$ cat src/rtl/cla_pipe_addsub.sv
// cla_pipe_addsub: pipelined adder/subtractor, SEG bits per stage using 4-bit carry-lookahead groups.
module cla_pipe_addsub #(
    parameter int WIDTH = 32,
    parameter int SEG   = 8
) (
    input  logic             clk,
    input  logic             reset,
    input  logic             in_valid,
    output logic             in_ready,
    input  logic [WIDTH-1:0] a,
    input  logic [WIDTH-1:0] b,
    input  logic             ci,
    input  logic             sub,
    output logic             out_valid,
    input  logic             out_ready,
    output logic [WIDTH-1:0] s,
    output logic             co,
    output logic             ovf,
    output logic             zero
);
    localparam int LAT = WIDTH / SEG;

    logic             en;
    logic [WIDTH-1:0] bx;
    logic             cx;

    assign en       = ~out_valid | out_ready;
    assign in_ready = en;
    assign bx       = b ^ {WIDTH{sub}};
    assign cx       = sub | ci;

    // c[i] is the carry into bit i; groups use flat two-level equations, group carries ripple
    function automatic logic [SEG:0] carries(input logic [SEG-1:0] x, input logic [SEG-1:0] y, input logic c0);
        logic [SEG:0] c;
        logic [3:0]   g;
        logic [3:0]   p;
        logic         cg;
        c    = '0;
        c[0] = c0;
        for (int j = 0; j < SEG / 4; j++) begin
            g  = x[4*j +: 4] & y[4*j +: 4];
            p  = x[4*j +: 4] | y[4*j +: 4];
            cg = c[4*j];
            c[4*j+1] = g[0] | (p[0] & cg);
            c[4*j+2] = g[1] | (p[1] & g[0]) | (p[1] & p[0] & cg);
            c[4*j+3] = g[2] | (p[2] & g[1]) | (p[2] & p[1] & g[0]) | (p[2] & p[1] & p[0] & cg);
            c[4*j+4] = g[3] | (p[3] & g[2]) | (p[3] & p[2] & g[1]) | (p[3] & p[2] & p[1] & g[0])
                     | (p[3] & p[2] & p[1] & p[0] & cg);
        end
        return c;
    endfunction

    for (genvar k = 0; k < LAT; k++) begin : g_st
        // Operands still to be added, starting at this stage's segment
        localparam int R = WIDTH - k * SEG;
        logic [R-1:0]         ain;
        logic [R-1:0]         bin;
        logic                 cin;
        logic                 vin;
        logic [SEG:0]         car;
        logic [SEG-1:0]       sum;
        logic [(k+1)*SEG-1:0] s_nx;
        logic [(k+1)*SEG-1:0] s_r;
        logic                 c_r;
        logic                 v_r;

        if (k == 0) begin : g_in
            assign ain  = a;
            assign bin  = bx;
            assign cin  = cx;
            assign vin  = in_valid;
            assign s_nx = sum;
        end else begin : g_in
            assign ain  = g_st[k-1].g_fwd.a_r;
            assign bin  = g_st[k-1].g_fwd.b_r;
            assign cin  = g_st[k-1].c_r;
            assign vin  = g_st[k-1].v_r;
            assign s_nx = {sum, g_st[k-1].s_r};
        end

        assign car = carries(ain[SEG-1:0], bin[SEG-1:0], cin);
        assign sum = ain[SEG-1:0] ^ bin[SEG-1:0] ^ car[SEG-1:0];

        always_ff @(posedge clk) begin
            if (reset) begin
                v_r <= 1'b0;
                s_r <= '0;
                c_r <= 1'b0;
            end else if (en) begin
                v_r <= vin;
                s_r <= s_nx;
                c_r <= car[SEG];
            end
        end

        if (k < LAT - 1) begin : g_fwd
            logic [R-SEG-1:0] a_r;
            logic [R-SEG-1:0] b_r;
            always_ff @(posedge clk) begin
                if (en) begin
                    a_r <= ain[R-1:SEG];
                    b_r <= bin[R-1:SEG];
                end
            end
        end else begin : g_last
            logic o_r;
            logic z_r;
            always_ff @(posedge clk) begin
                if (reset) begin
                    o_r <= 1'b0;
                    z_r <= 1'b0;
                end else if (en) begin
                    o_r <= car[SEG] ^ car[SEG-1];
                    z_r <= ~|s_nx;
                end
            end
        end
    end

    assign out_valid = g_st[LAT-1].v_r;
    assign s         = g_st[LAT-1].s_r;
    assign co        = g_st[LAT-1].c_r;
    assign ovf       = g_st[LAT-1].g_last.o_r;
    assign zero      = g_st[LAT-1].g_last.z_r;
endmodule
$ cat config.mk
export PLATFORM = sky130hd
export DESIGN_NAME = cla_pipe_addsub
export DESIGN_NICKNAME = d
export VERILOG_FILES = /design/src/rtl/cla_pipe_addsub.sv
export SDC_FILE = /design/constraint.sdc
export NUM_CORES = 1
export LEC_CHECK = 0
export ABC_AREA = 1
export BUFFER_PORTS_ARGS = -buffer_cell sky130_fd_sc_hd__buf_2
export CAP_MARGIN = 20
export CORE_UTILIZATION = 50
export CTS_CLUSTER_SIZE = 40
export DETAILED_ROUTE_END_ITERATION = 8
export GPL_TIMING_DRIVEN = 0
export PLACE_DENSITY = 0.84
export SETUP_SLACK_MARGIN = 0.3
export SYNTH_ARGS = -nofsm -noshare
export SYNTH_HDL_FRONTEND = slang
export SYNTH_SLANG_ARGS = --single-unit
$ cat constraint.sdc
create_clock -name clk -period 4.5 [get_ports clk]
set_input_delay 0.675 -clock clk [delete_from_list [all_inputs] [get_ports clk]]
set_output_delay 0.675 -clock clk [all_outputs]
set_load 0.1 [all_outputs]
# ---- Word level (Yosys, flattened, before mapping)
# Cells that the tools add are included.
dict set report totals {
  register_bits 186
  in_bits 70
  output_inout_bits 37
  wordCells 259
}
dict set report op_classes {
  bitwise 237
  n_reduce_logical 2
}
# cell n
set ops {}
lappend ops {{1-bit AND} 128}
lappend ops {{1-bit bitwise OR} 82}
lappend ops {{8-bit bitwise XOR} 8}
lappend ops {{4-bit AND} 8}
lappend ops {{4-bit bitwise OR} 8}
lappend ops {{32-bit OR reduction} 1}
lappend ops {{32-bit bitwise XOR} 1}
lappend ops {{1-bit zero test} 1}
lappend ops {{1-bit NOT} 1}
lappend ops {{1-bit bitwise XOR} 1}

# ---- Depth between registers and ports, before layout
dict set report depth {
  depth_word 11
  depth_mapped 17
  mapped_depth_nobuf 17
}

# ---- Least setup slack after synthesis
# No wires, ideal clock.
dict set report synth_path {
  path_kind {register to output}
  startpoint {register g_st[3].v_r (netlist: out_valid)}
  endpoint {output port in_ready}
  arrival_time_ps 4629
  required_ps 3825
  setup_slack_ps -804
  stages_incl_launch_ff 5
  path_buffers 2
  cell_sequence {dfxtp_1 inv_1 or2_4 buf_6 clkbuf_1}
}
dict set report synth_via {
  elab_chain_len 2
}
# item line_no
set synth_lines {}
lappend synth_lines {{from (decl)} 65} ;# logic v_r;
lappend synth_lines {{from (signal assigned)} 90} ;# v_r <= vin;
lappend synth_lines {{1-bit NOT} 27} ;# assign en = ~out_valid | out_ready;
lappend synth_lines {{1-bit bitwise OR} 27}
lappend synth_lines {{to (decl)} 9} ;# output logic in_ready,
# Every way passes these cells.

# ---- Final worst setup path
# Ends and elaborated chain as after synthesis.

==> flow_summary.yaml <==
status:
  status: "completed"
setup_path:
  path_cells: "inv_1 > or2_4 > buf_6 > clkbuf_4 > buf_16 > buf_2"
  endpoint_kind: "primary output"
  r2r_slack_ps: 1990
  cp_top_family: "buffers and inverters"
  critPathBufInv: 5
  max_stage_delay_ps: 500
  cp_slowest_cell: "buf_2"
  rr_endpoint: "zero$_SDFFE_PP0P_"
  cp.required_ps: 3830
  r2r-start: "g_st[2].g_fwd.a_r[2]$_DFFE_PP_"
  critical_path.endpoint: "in_ready"
  timing.critical_path.depth: 6
  rr_worst_depth: 17
  path_class: "reg -> out"
  crit_fanout: 67
  arrival_ps: 2460
  cp-start-kind: "flip-flop"
  crit_start: "out_valid$_SDFFE_PP0P_"
global_routing:
  grt_use_met3: 0.0384
  use_met1: 0.249
  antenna_found_initial: 0
  grt_pass1_wl_um: 27300
  grt_util_met2: 0.349
  grt_usage: 0.204
  grt_pass1_vias: 5717
  grt.overflow.total: 0
  grt_max_degree: 68
  top_usage_layer: "met2"
clock_network:
  htreeDepth: 4
  cts_resized: 0
  tritoncts: "done"
  cts.reportedPaths.clkPinSlew_ps: 60
  clock_latency_ps: 430
  cts_root_buffer: "clkbuf_16"
  numCtsBuffers: 17
  cts_hold_buf: 0
  cts.sinks: 186
  cts_setup_buffers: 0
  clock_path_buffers: 2
synthesis:
  postSynthAreaPerCell_um2: 10.1
  ys_ff_latch: 186
  synth_edf_count: 96
  synth_cell_types: 36
  syn_inst: 835
  ys_seq_area_frac: 0.553
  ys.flop_type: "edfxtp_1"
  synthArstFlopShare: 0
  syn_nets: 977
  yosysWarnings: 0
  syn-cell-area_um2: 8470
timing:
  hold_viol: 0
  final-setup-viol-count: 0
  skew_ps: 10.0
  whs_ps: 414
  worst_slew_margin_rel: 0.584
  slew_violations: 0
  rsz0062_at_grt: "no"
  tightest_slew_ps: 624
  setup_tns_ps: 0
  fin_crit_sh: 0.697
  max_freq_mhz: 319
  period_minus_slack_ps: 3130
final_layout:
  layout_common_cells: "inv_1, buf_2, edfxtp_1"
  layout-drive-gt1-share: 0.177
  final_common_cell: "inv_1"
  num_antenna_cells: 0
  layout.nets: 1102
  area_growth_syn_to_layout_pct: 16.4
hold_path:
  hp-start: "g_st[1].g_fwd.a_r[14]$_DFFE_PP_"
  hold_path.class: "reg -> reg"
  hold_depth: 0
route:
  first_pass_iters: 5
  via_per_inst: 5.02
  drtIter0Drc: 505
  antenna_left: 0
  drc: 0
  wl_um: 17300
  wl_per_cell_um: 14.5
  vias: 5986
floorplan:
  rows: 47
  start_util: 0.511
  io-pin-count: 107
  chipHeight_um: 132
  die_x_um: 132
  coreArea_um2: 16600
  fp.dieArea_um2: 17500
place:
  portBuffers: 105
  place_congestion: 0.872
  hpwl_um: 12500
power:
  leakagePower_nw: 4.68
  vdd_drop_max_v: 0.000325
  power_density_nw_per_um2: 454
flow_run:
  max_cap_violations: 0
[final cells by class]
type,count,area [um^2]
inverters,142,533
multi-input cells,475,3080
well taps,220,275
fillers,1337,6730
flip-flops and latches,186,4680
clock inverters,10,92.6
clock buffers,21,460
repair buffers,106,553
plain buffers,32,178
[Yosys cell counts, types with 7 or more instances]
cell | number | area, um^2
a21oi_1 | 51 | 255
dfxtp_1 | 90 | 1800
xor2_1 | 33 | 289
inv_1 | 136 | 510
o21ai_0 | 68 | 340
nand3_1 | 24 | 120
xnor2_1 | 12 | 105
o21bai_1 | 8 | 60.1
buf_2 | 12 | 60.1
nor2_1 | 93 | 349
clkbuf_1 | 14 | 52.6
nand2_1 | 55 | 206
o21ai_1 | 20 | 100
nor3_1 | 7 | 35.0
edfxtp_1 | 96 | 2880
fa_1 | 8 | 160
ha_1 | 64 | 801
[worst min-delay path by stage]
stage,end,slack [ps]
after floorplan,g_st[1].g_fwd.a_r[0]$_DFFE_PP_,400
after global placement,g_st[1].g_fwd.a_r[10]$_DFFE_PP_,400
after detailed placement,g_st[1].g_fwd.a_r[1]$_DFFE_PP_,400
after CTS,g_st[0].g_fwd.a_r[21]$_DFFE_PP_,400
after global routing,g_st[0].g_fwd.a_r[21]$_DFFE_PP_,400
final,g_st[2].g_fwd.a_r[6]$_DFFE_PP_,410
[metal layers]
metal	vias up	wire, um
met5	-	0
met4	0	579
met3	36	939
met2	196	8370
met1	2802	7430
li1	2952	-
[flip-flops by register name (all words and copies together) (netlist names)]
register / flops
g_st.g_fwd.a_r: 48
g_st.g_fwd.b_r: 48
g_st.s_r: 48
s: 32
g_st.c_r: 3
g_st.v_r: 3
co: 1
out_valid: 1
ovf: 1
zero: 1
[power by group]
part | total, mW | leakage [nW] | switching, mW | internal [mW]
Sequential | 2.09 | 1.76 | 0.102 | 1.99
Clock | 1.41 | 0.279 | 0.619 | 0.791
Combinational | 0.976 | 2.65 | 0.687 | 0.290
Total | 4.48 | 4.68 | 1.41 | 3.07
[cell families (layout without fill, tap and decap cells)]
| kind of cell | after synthesis | in the layout | share of synthesized area |
|---|---|---|---|
| xor gates and xnor gates | 45 | 45 | 0.0465 |
| DFF | 186 | 186 | 0.553 |
| and+or+nand+nor | 195 | 195 | 0.0985 |
| adders and majority gates | 72 | 72 | 0.113 |
| AOI/OAI and AO/OA | 163 | 163 | 0.105 |
| buffers and inverters | 174 | 311 | 0.0835 |
[worst reg2reg max path: stages (launching register included)]
cell and delay [ps]:
edfxtp_1 400, inv_1 80, ha_1 170, inv_1 60
nand2_1 60, nor2_1 40, nor2_1 120, nand3_2 130
fa_1 470, inv_1 100, nand2_1 60, nor3_1 140
nand2_1 80, nor2_1 110, nand3_1 80, nor2_1 130
nand3_1 90, a21oi_1 120
[metrics by stage]
| step | cell area (um^2) | setup WS (ps) | total power [mW] | utilization | instances |
|---|---|---|---|---|---|
| 3_5_place_dp | 9300 | 1390 | 3.09 | 0.561 | 1161 |
| 3_3_place_gp | 9270 | 287 | 3.05 | 0.559 | 1160 |
| 2_1_floorplan | 8470 | 1100 | 2.84 | - | 835 |
| 5_1_grt | 9850 | 1270 | 4.66 | 0.594 | 1192 |
| 6_report | 9850 | 1370 | 4.48 | 0.594 | 1192 |
| 4_1_cts | 9850 | 1340 | 4.49 | 0.594 | 1192 |
Power figures use the tool's default switching activity.
